===== src/rtl/alu_mul_seq_pkg.sv =====
// -----------------------------------------------------------------------------
// alu_mul_seq_pkg
// Shared definitions for the multi-cycle multiply sequencer and its ALU:
// word width, LEGv8 ALU control codes, multiply op codes, sequencer states,
// and a helper that tells whether an op code is executable in this build.
// Configuration macro: ALU_MUL_SMULH_EN (enables SMULH; otherwise op 10 is
// treated as illegal).
// -----------------------------------------------------------------------------
package alu_mul_seq_pkg;

  localparam int WORD = 64;

  // LEGv8 ALU control encodings
  localparam logic [3:0] ALU_AND   = 4'b0000;
  localparam logic [3:0] ALU_OR    = 4'b0001;
  localparam logic [3:0] ALU_ADD   = 4'b0010;
  localparam logic [3:0] ALU_SUB   = 4'b0110;
  localparam logic [3:0] ALU_PASSB = 4'b0111;
  localparam logic [3:0] ALU_NOR   = 4'b1100;

  // Multiply op codes as presented on the op port
  localparam logic [1:0] MULOP_MUL   = 2'b00;
  localparam logic [1:0] MULOP_UMULH = 2'b01;
  localparam logic [1:0] MULOP_SMULH = 2'b10;
  localparam logic [1:0] MULOP_RSVD  = 2'b11;

  typedef enum logic [2:0] {
    S_IDLE = 3'd0,
    S_ITER = 3'd1,
    S_FIX1 = 3'd2,
    S_FIX2 = 3'd3,
    S_DONE = 3'd4
  } mul_state_e;

  // True when the op code can be executed by this build of the sequencer.
  function automatic logic mul_op_legal(input logic [1:0] op);
`ifdef ALU_MUL_SMULH_EN
    return op != MULOP_RSVD;
`else
    return (op == MULOP_MUL) || (op == MULOP_UMULH);
`endif
  endfunction

endpackage


===== src/rtl/alu_mul_seq_alu.sv =====
// -----------------------------------------------------------------------------
// alu_mul_seq_alu
// The LEGv8 EX-stage ALU (combinational). The multiply sequencer owns its
// inputs while a multiply is in flight.
// Ports:
//   a, b      : W-bit operands
//   alu_ctl   : 4-bit LEGv8 ALU control (AND/OR/ADD/SUB/PASSB/NOR)
//   alu_out   : W-bit result
//   zero      : alu_out == 0
//   overflow  : signed overflow for ADD/SUB
//   negative  : alu_out[W-1]
//   co        : carry out of the adder (borrow-inverted for SUB)
// -----------------------------------------------------------------------------
module alu_mul_seq_alu
  import alu_mul_seq_pkg::*;
#(
  parameter int W = WORD
) (
  input  logic [W-1:0] a,
  input  logic [W-1:0] b,
  input  logic [3:0]   alu_ctl,
  output logic [W-1:0] alu_out,
  output logic         zero,
  output logic         overflow,
  output logic         negative,
  output logic         co
);

  logic         sub;
  logic [W-1:0] b_eff;
  logic [W:0]   add_res;

  // Subtraction is a + ~b + 1 through the same adder.
  assign sub     = (alu_ctl == ALU_SUB);
  assign b_eff   = sub ? ~b : b;
  assign add_res = {1'b0, a} + {1'b0, b_eff} + {{W{1'b0}}, sub};

  always_comb begin
    // NOTE: every output of a combinational block gets a default first so no
    // path through the case can leave it unassigned and infer a latch.
    alu_out = '0;
    unique case (alu_ctl)
      ALU_AND:          alu_out = a & b;
      ALU_OR:           alu_out = a | b;
      ALU_ADD, ALU_SUB: alu_out = add_res[W-1:0];
      ALU_PASSB:        alu_out = b;
      ALU_NOR:          alu_out = ~(a | b);
      default:          alu_out = '0;
    endcase
  end

  assign zero     = (alu_out == '0);
  assign negative = alu_out[W-1];
  assign co       = add_res[W];
  assign overflow = ((alu_ctl == ALU_ADD) || sub) &&
                    (a[W-1] == b_eff[W-1]) && (alu_out[W-1] != a[W-1]);

endmodule


===== src/rtl/alu_mul_seq.sv =====
// -----------------------------------------------------------------------------
// alu_mul_seq
// Multi-cycle radix-2 shift-add multiply sequencer for LEGv8 MUL, UMULH and
// SMULH. It drives one ALU instance for W ADD iterations, then (SMULH only)
// two SUB correction steps that turn the unsigned high word into the signed
// one. busy stays high from the cycle after accept through the done cycle so
// the hazard unit can stall.
// Configuration macro: ALU_MUL_SMULH_EN. When undefined the correction states
// and the saved multiplier are absent and op 10 completes as illegal.
// Ports:
//   clk, rst_n : clock (rising edge), asynchronous active-low reset
//   start      : request, sampled only while idle
//   op         : 00 MUL, 01 UMULH, 10 SMULH, 11 reserved
//   a, b       : multiplicand / multiplier, captured on accepted start
//   busy       : operation in flight (includes the done cycle)
//   done       : one-cycle pulse, result valid
//   result     : product word, held until the next completion
//   zero       : result == 0, registered with result
//   err        : pulses with done for an illegal op
// -----------------------------------------------------------------------------
module alu_mul_seq
  import alu_mul_seq_pkg::*;
#(
  parameter int W  = WORD,
  parameter int CW = $clog2(W)
) (
  input  logic         clk,
  input  logic         rst_n,
  input  logic         start,
  input  logic [1:0]   op,
  input  logic [W-1:0] a,
  input  logic [W-1:0] b,
  output logic         busy,
  output logic         done,
  output logic [W-1:0] result,
  output logic         zero,
  output logic         err
);

  localparam logic [CW-1:0] LAST_ITER = CW'(W - 1);

  mul_state_e    state, state_d;
  logic [W-1:0]  mcand;
  logic [W-1:0]  hi, hi_d;
  logic [W-1:0]  lo, lo_d;
  logic [CW-1:0] cnt;
  logic [1:0]    op_r;
  logic          err_r;
`ifdef ALU_MUL_SMULH_EN
  logic [W-1:0]  b_orig;
`endif

  logic          accept;
  logic          op_ok;
  logic          load_res;
  logic [W-1:0]  res_d;

  // ALU hookup
  logic [W-1:0]  alu_a, alu_b, alu_out;
  logic [3:0]    alu_ctl;
  logic          alu_zero, alu_ovf, alu_neg, alu_co;
  logic          alu_flags_unused;
  logic          carry;

  alu_mul_seq_alu #(.W(W)) u_alu (
    .a        (alu_a),
    .b        (alu_b),
    .alu_ctl  (alu_ctl),
    .alu_out  (alu_out),
    .zero     (alu_zero),
    .overflow (alu_ovf),
    .negative (alu_neg),
    .co       (alu_co)
  );

  // The multiply only consumes the ALU sum; its flags are not meaningful here.
  assign alu_flags_unused = ^{alu_zero, alu_ovf, alu_neg, alu_co};

  // ALU operand selection, kept apart from the next-state logic so the
  // sum can feed back into the shift registers without a comb-block loop.
  assign alu_a = hi;

  always_comb begin
    alu_ctl = ALU_ADD;
    alu_b   = '0;
    unique case (state)
      S_ITER: alu_b = lo[0] ? mcand : '0;
`ifdef ALU_MUL_SMULH_EN
      // Signed correction: subtract b when a is negative, a when b is negative.
      S_FIX1: begin
        alu_ctl = ALU_SUB;
        alu_b   = mcand[W-1] ? b_orig : '0;
      end
      S_FIX2: begin
        alu_ctl = ALU_SUB;
        alu_b   = b_orig[W-1] ? mcand : '0;
      end
`endif
      default: ;
    endcase
  end

  // Carry out of hi + addend recovered from the operand and sum MSBs, so the
  // ALU's own carry port is not needed.
  assign carry = (alu_a[W-1] & alu_b[W-1]) |
                 ((alu_a[W-1] | alu_b[W-1]) & ~alu_out[W-1]);

  assign op_ok = mul_op_legal(op);

  // Next state and datapath next values
  always_comb begin
    state_d  = state;
    hi_d     = hi;
    lo_d     = lo;
    accept   = 1'b0;
    load_res = 1'b0;
    res_d    = '0;

    unique case (state)
      S_IDLE: begin
        if (start) begin
          accept   = 1'b1;
          state_d  = op_ok ? S_ITER : S_DONE;
          // An illegal op completes immediately with a zero result.
          load_res = !op_ok;
        end
      end
      S_ITER: begin
        // {hi,lo} <= {carry,sum,lo} >> 1
        hi_d = {carry, alu_out[W-1:1]};
        lo_d = {alu_out[0], lo[W-1:1]};
        if (cnt == LAST_ITER) begin
`ifdef ALU_MUL_SMULH_EN
          if (op_r == MULOP_SMULH) begin
            state_d = S_FIX1;
          end else begin
            state_d  = S_DONE;
            load_res = 1'b1;
          end
`else
          state_d  = S_DONE;
          load_res = 1'b1;
`endif
        end
      end
`ifdef ALU_MUL_SMULH_EN
      S_FIX1: begin
        hi_d    = alu_out;
        state_d = S_FIX2;
      end
      S_FIX2: begin
        hi_d     = alu_out;
        state_d  = S_DONE;
        load_res = 1'b1;
      end
`endif
      S_DONE:  state_d = S_IDLE;
      default: state_d = S_IDLE;
    endcase

    // The result register is loaded on the edge into DONE so it is valid
    // together with the done pulse.
    if (load_res && !accept) begin
      res_d = (op_r == MULOP_MUL) ? lo_d : hi_d;
    end
  end

  // State register
  always_ff @(posedge clk or negedge rst_n) begin
    if (!rst_n) begin
      state <= S_IDLE;
    end else begin
      // NOTE: sequential state uses non-blocking assignments so every
      // register samples pre-edge values regardless of statement order.
      state <= state_d;
    end
  end

  // Datapath registers
  always_ff @(posedge clk or negedge rst_n) begin
    if (!rst_n) begin
      mcand  <= '0;
      hi     <= '0;
      lo     <= '0;
      cnt    <= '0;
      op_r   <= MULOP_MUL;
      err_r  <= 1'b0;
      result <= '0;
      zero   <= 1'b1;
    end else begin
      if (accept) begin
        mcand <= a;
        hi    <= '0;
        lo    <= b;
        cnt   <= '0;
        op_r  <= op;
        err_r <= !op_ok;
      end else begin
        hi <= hi_d;
        lo <= lo_d;
        if (state == S_ITER) begin
          cnt <= cnt + CW'(1);
        end
      end
      if (load_res) begin
        result <= res_d;
        zero   <= (res_d == '0);
      end
    end
  end

`ifdef ALU_MUL_SMULH_EN
  // Original multiplier, needed by the signed correction after lo has been
  // shifted out.
  always_ff @(posedge clk or negedge rst_n) begin
    if (!rst_n) begin
      b_orig <= '0;
    end else if (accept) begin
      b_orig <= b;
    end
  end
`endif

  assign busy = (state != S_IDLE);
  assign done = (state == S_DONE);
  assign err  = done & err_r;

endmodule


===== config.mk =====
export PLATFORM = sky130hd
export DESIGN_NAME = alu_mul_seq
export DESIGN_NICKNAME = d
export VERILOG_FILES = /design/src/rtl/alu_mul_seq_pkg.sv /design/src/rtl/alu_mul_seq_alu.sv /design/src/rtl/alu_mul_seq.sv
export SDC_FILE = /design/constraint.sdc
export NUM_CORES = 1
export LEC_CHECK = 0
export ABC_AREA = 1
export CORE_MARGIN = 5
export CORE_UTILIZATION = 50
export CTS_BUF_LIST = sky130_fd_sc_hd__clkbuf_4 sky130_fd_sc_hd__clkbuf_8 sky130_fd_sc_hd__clkbuf_16
export DETAILED_ROUTE_END_ITERATION = 12
export GPL_TIMING_DRIVEN = 0
export PLACE_DENSITY = 0.7
export RECOVER_POWER = 25
export SLEW_MARGIN = 20
export SYNTH_ARGS = -nofsm -noshare
export SYNTH_HDL_FRONTEND = slang
export SYNTH_SLANG_ARGS = --single-unit

===== constraint.sdc =====
create_clock -name clk -period 5.5 [get_ports clk]
set_input_delay 1.1 -clock clk [delete_from_list [all_inputs] [get_ports clk]]
set_output_delay 1.1 -clock clk [all_outputs]
set_load 0.02 [all_outputs]

# --- After elaboration in Yosys (flattened, before gate mapping) ---
# Index checks and enable logic that the tools add are counted.
totals:
  ff_bits: 269
  in_bits: 133
  output_inout_bits: 68
  word_cells: 53
classes:
  addsub: 2
  eq_ne: 6
  mux: 19
  bitwise: 6
  reduce_logical: 11
ops:
  columns: ["operator", "n"]
  rows:
  - ["64-bit 2-to-1 mux", 8]
  - ["64-bit adder", 1]
  - ["64-bit zero test", 1]
  - ["6-bit 2-to-1 mux", 2]
  - ["3-bit 2-to-1 mux", 3]
  - ["6-bit by 1-bit adder with 6-bit output (second input constant)", 1]
  - ["6-bit == test (second input constant)", 1]
  - ["3-bit case mux with 2 select lines", 1]
  - ["2-bit zero test", 2]
  - ["1-bit 2-to-1 mux", 4]
  - ["2-bit != test (second input constant)", 2]
  - ["1-bit AND", 3]
  - ["3-bit by 1-bit == test with 1-bit output (second input constant)", 1]
  - ["3-bit == test (second input constant)", 1]
  - ["3-bit zero test", 1]
  - ["3-bit nonzero test", 1]
  - ["2-bit by 1-bit == test with 1-bit output (second input constant)", 1]
  - ["1-bit zero test", 2]
  - ["1-bit OR", 2]
  - ["1-bit case mux with 2 select lines", 1]
  - ["2-bit AND reduction", 1]
  - ["2-bit nonzero test", 1]
  - ["1-bit logical AND", 1]
  - ["1-bit logical OR", 1]
  - ["1-bit inverter", 1]

# --- Logic depth before layout (Yosys ltp) ---
depth:
  ltp_word: 10
  mapped_depth: 37
  mapped_depth_nobuf: 34

# --- Cells and area by module ---
# Synthesis repeated with hierarchy kept, for this count alone.
hier_totals:
  cells_unflattened: 3461
  hier_area_um2: 21553.2
by_module_without_submodules:
  columns: ["module", "instances", "cells_per_inst", "area_each_um2", "seq_area_each_um2"]
  rows:
  - ["alu_mul_seq", 1, 1615, 12512.0, 6707.7]
  - ["alu_mul_seq_alu", 1, 1846, 9041.2, 0.0]

# --- Least setup slack after synthesis ---
# OpenSTA, ideal clock, no wires.
synth_timing:
  path_kind: "register -> register"
  start: "register state[0]"
  end: "register zero"
  setup_ps: 61
  arrival_time_ps: 4907
  required_time_ps: 5439
  path_slack_ps: 532
  stages_incl_launch_ff: 37
  n_path_buf: 5
  period_less_slack_ps: 4968
  path_cell_list: "dfrtp_1 nand2_2 buf_2 buf_2 buf_2 buf_2 buf_1 nor2_1 ha_1 nand2_1 inv_1 nand2_1 nand2_1 a21oi_1 nor2_1 nor2_1 nand2_1 nand2_1 nand2_1 a221o_1 fa_1 or2_2 o21ai_1 nand2_1 nand3_1 nand3_1 nor2_1 nand3_1 nor2_1 nand2_1 nor2_1 nand2_1 nor2_1 nand3_1 nor2_1 nand2_1 nand2_1"
synth_via:
  elab_chain_len: 10
  word_cells_on_any_way: 18
  cone_classes: "add/sub (1); eq/ne (1); mux (7); bitwise (5); reduce/logical (4)"
synth_rtl:
  columns: ["element", "line", "text"]
  rows:
  - ["start, declared", "alu_mul_seq.sv:42", "mul_state_e state, state_d;"]
  - ["start signal, assigned", "alu_mul_seq.sv:175", "state <= state_d;"]
  - ["3-bit by 1-bit == test with 1-bit output", "alu_mul_seq.sv:86, alu_mul_seq.sv:119", null]
  - ["64-bit 2-to-1 mux", "alu_mul_seq.sv:86", "unique case (state)"]
  - ["64-bit adder", "alu_mul_seq_alu.sv:36", "assign add_res = {1'b0, a} + {1'b0, b_eff} + {{W{1'b0}}, sub};"]
  - ["1-bit inverter", "alu_mul_seq.sv:106", "((alu_a[W-1] | alu_b[W-1]) & ~alu_out[W-1]);"]
  - ["1-bit AND", "alu_mul_seq.sv:106", null]
  - ["1-bit OR", "alu_mul_seq.sv:105", "assign carry = (alu_a[W-1] & alu_b[W-1]) |"]
  - ["64-bit 2-to-1 mux", "alu_mul_seq.sv:119", "unique case (state)"]
  - ["64-bit 2-to-1 mux", "alu_mul_seq.sv:164", "res_d = (op_r == MULOP_MUL) ? lo_d : hi_d;"]
  - ["64-bit 2-to-1 mux", "alu_mul_seq.sv:163", "if (load_res && !accept) begin"]
  - ["64-bit zero test", "alu_mul_seq.sv:207", "zero <= (res_d == '0);"]
  - ["end signal, assigned", "alu_mul_seq.sv:207", null]
  - ["end, declared", "alu_mul_seq.sv:36", "output logic zero,"]
# Parallel ways exist; a longest one is shown, timed or not.
# A chain may end at the register's enable or synchronous reset.

# --- Worst setup path in the final report ---
layout_timing:
  start: "register state[2]"
  end: "register zero"
# Same word-level chain as after synthesis.

==> out/metrics.yaml <==
sta:
  skew_ns: 0.01975
  slew_headroom_pct: -57.37
  final-setup-viol-count: 0
  fin_crit_ns: 5.217
  fmax_mhz: 191.7
  fin_crit_sh_pct: 94.86
  hold_violations: 0
  drv_slew: 87
  tns_ns: 0
  fin_ws_ns: 0.2826
  worst_pin_slew_ns: 2.361
  holdWs_ns: 0.4598
layout:
  stdcell_area_mm2: 0.02205
  layout.nets: 3193
  drive_gt1_share_pct: 7.753
  layout_commonest_cell: "nand2_1"
  area_growth_pct: 22.69
  fin_cells: 3479
  ff_latch_area_mm2: 0.006711
  final_util_pct: 62.00
  diodes: 0
  final_cell_mix: "nand2_1 (1,236), inv_1 (287), dfrtp_1 (266)"
  nFillCells: 3394
  multiInputGateArea_mm2: 0.009998
power:
  pwr-share-clk_pct: 19.8
  peakVddDrop_mv: 0.3346
  seq_power_share_pct: 28.1
  p_int_mw: 6.096
  power_frac_comb_pct: 52.1
  p_leak_nw: 11.94
  cellPowerDensity_mw_per_mm2: 525.3
  p_sw_mw: 5.488
  report.power.total_mw: 11.58
  switching_share_pct: 47.38
synth:
  syn_area_per_cell_um2: 6.512
  synthFlopType: "dfrtp_1"
  synth_edf_count: 0
  synth_cells: 2760
  postSynth.asyncResetShare_pct: 100.0
  syn-cell-area_mm2: 0.01797
  yosysWarnings: 0
  mappedNetlistNets: 2959
  yosysUniqueCellTypes: 40
  ys_seq_area_share_pct: 37.32
  ys_seq_elements: 268
place:
  gp_congestion: 0.9847
  dp_hpwl_um: 50670
  port_buffers: 200
  dp_cells: 3423
  place_ws_ns: -1.204
  dpl-instance-area_mm2: 0.02061
drt:
  viasPerCell: 5.294
  drtPass1Iterations: 6
  wl_per_cell_um: 18.34
  num_vias: 18419
  drtIter0Drc: 1651
  drc: 0
  wirelength_um: 63810
  ant_nets: 0
setup_path:
  crit_path_frequent_cell: "nand2_1"
  start_kind: "flip-flop"
  crit_fanout: 10
  crit_slowest_cell: "a221o_1"
  end_kind: "flip-flop"
  crit_path_max_incr_delay_ns: 0.40
  worst-setup-path-type: "flip-flop to flip-flop"
  worstPathRequired_ns: 6.05
  cp.arrival_ns: 5.77
clock_tree:
  clkTransAtPathRegs_ns: 0.07
  cts_tree: "built"
  cts-hold-fix-buffers: 0
  clock_latency_ns: 0.60
  numCtsBuffers: 30
  clk_path_buf_depth: 3
  h-tree-depth: 1
  clock-sinks: 268
  root_buffer: "clkbuf_16"
global_route:
  grt_pass1_wl_um: 97840
  antenna_found_initial: 0
  grt_max_degree: 101
  first_global_vias: 17813
  overflow: 0
  grtUsageTotal_pct: 31.56
floorplan:
  start_util_pct: 50.53
  fp-row-count: 69
  dieHeight_um: 199.6
  fp.dieArea_mm2: 0.03984
  core_area_mm2: 0.03557
  pin_count: 201
  fp.dieW_um: 199.6
hold_path:
  hp-class: "input pin to asynchronous set/reset pin"
run_status:
  status: "finished with violations"
  violations: "capacitance limit, slew limit"
job:
  maxCapViolations: 1
==> worst paths after layout <==
path                       slack [ns]                endpoint                   start  depth (start not counted)
max                              0.28        zero$_DFFE_PN1P_    state[2]$_DFFE_PN0P_                         34
min                              0.46   result[8]$_DFFE_PN0P_                   rst_n                          1
max reg2reg                      0.28        zero$_DFFE_PN1P_    state[2]$_DFFE_PN0P_                         34
min reg2reg                      0.48  result[50]$_DFFE_PN0P_  result[50]$_DFFE_PN0P_                          2
max in group asynchronous        2.29   mcand[47]$_DFFE_PN0P_                   rst_n                          2
min in group clk                 0.48  result[50]$_DFFE_PN0P_  result[50]$_DFFE_PN0P_                          2
==> synth_stat cells (7+ instances only) <==
master    number  area, µm²
o21ai_0       87      435.4
nand2_1     1244       4669
mux2i_1       59      590.6
dfrtp_1      267       6681
buf_1         15      56.30
nor2_1       243      912.1
nand2_2       19      118.9
o21bai_1      11      82.58
nand3_1      101      505.5
buf_2         17      85.08
nand3b_1      26      195.2
or2_2         45      281.5
a21oi_1      131      655.6
nor3_1        16      80.08
clkbuf_1      59      221.5
nand4_1       17      106.4
inv_1        287       1077
inv_2          7      26.28
ha_1          64      800.8
==> routing by layer <==
layer	track usage (%)	vias up	wire, µm
li1	-	9030	-
met1	46.33	8564	29070
met2	48.55	712	27320
met3	4.822	113	5202
met4	9.258	0	2225
met5	0	-	0
==> registers in the layout (all words and copies together) (netlist names) <==
register / count
cnt: 6
result: 64
state: 2
mcand: 64
zero: 1
err_r: 1
lo: 64
op_r: 2
alu_a: 64
==> final cells by class <==
| class | instances | area share (%) |
|---|---|---|
| Multi-Input combinational cell | 2101 | 45.34 |
| Sequential cell | 268 | 30.43 |
| Inverter | 294 | 5.010 |
| Tap cell | 461 | 2.616 |
| Clock inverter | 18 | 1.345 |
| Timing Repair Buffer | 206 | 9.384 |
| Buffer | 93 | 2.054 |
| Clock buffer | 38 | 3.818 |
==> cell families after synthesis <==
| group | after synthesis | share of synthesized area, % |
|---|---|---|
| buf+inv | 391 | 8.395 |
| simple gates | 1726 | 38.89 |
| compound gates | 246 | 7.240 |
| flops | 268 | 37.32 |
| mux | 59 | 3.286 |
| xor+xnor | 4 | 0.1949 |
| fa+ha+maj | 66 | 4.678 |
==> power by group through the flow <==
stage | clock (mW) | combinational, mW | sequential, mW
3_3_place_gp | 0 | 5.61 | 3.20
4_1_cts | 2.32 | 5.79 | 3.22
3_5_place_dp | 0 | 5.72 | 3.21
6_report | 2.29 | 6.03 | 3.26
2_1_floorplan | 0 | 3.87 | 3.03
5_1_grt | 2.40 | 6.67 | 3.32
==> worst max-delay path, delay by kind of cell, from the launching register on <==
family                     cells  cell delay (ns)
and+or+nand+nor               22             2.42
AOI/OAI and AO/OA              5             0.95
buffers and inverters          5             0.71
adders and majority gates      2             0.71
DFF                            1             0.39
==> timing repair <==
item	4_1_cts	5_1_grt
endpoints found under the hold margin	0	0
endpoints found under the setup margin	3	1
gates resized for setup	30	65
setup buffers	0	4
pin swaps	1	6
(Power assumes the default switching activity.)
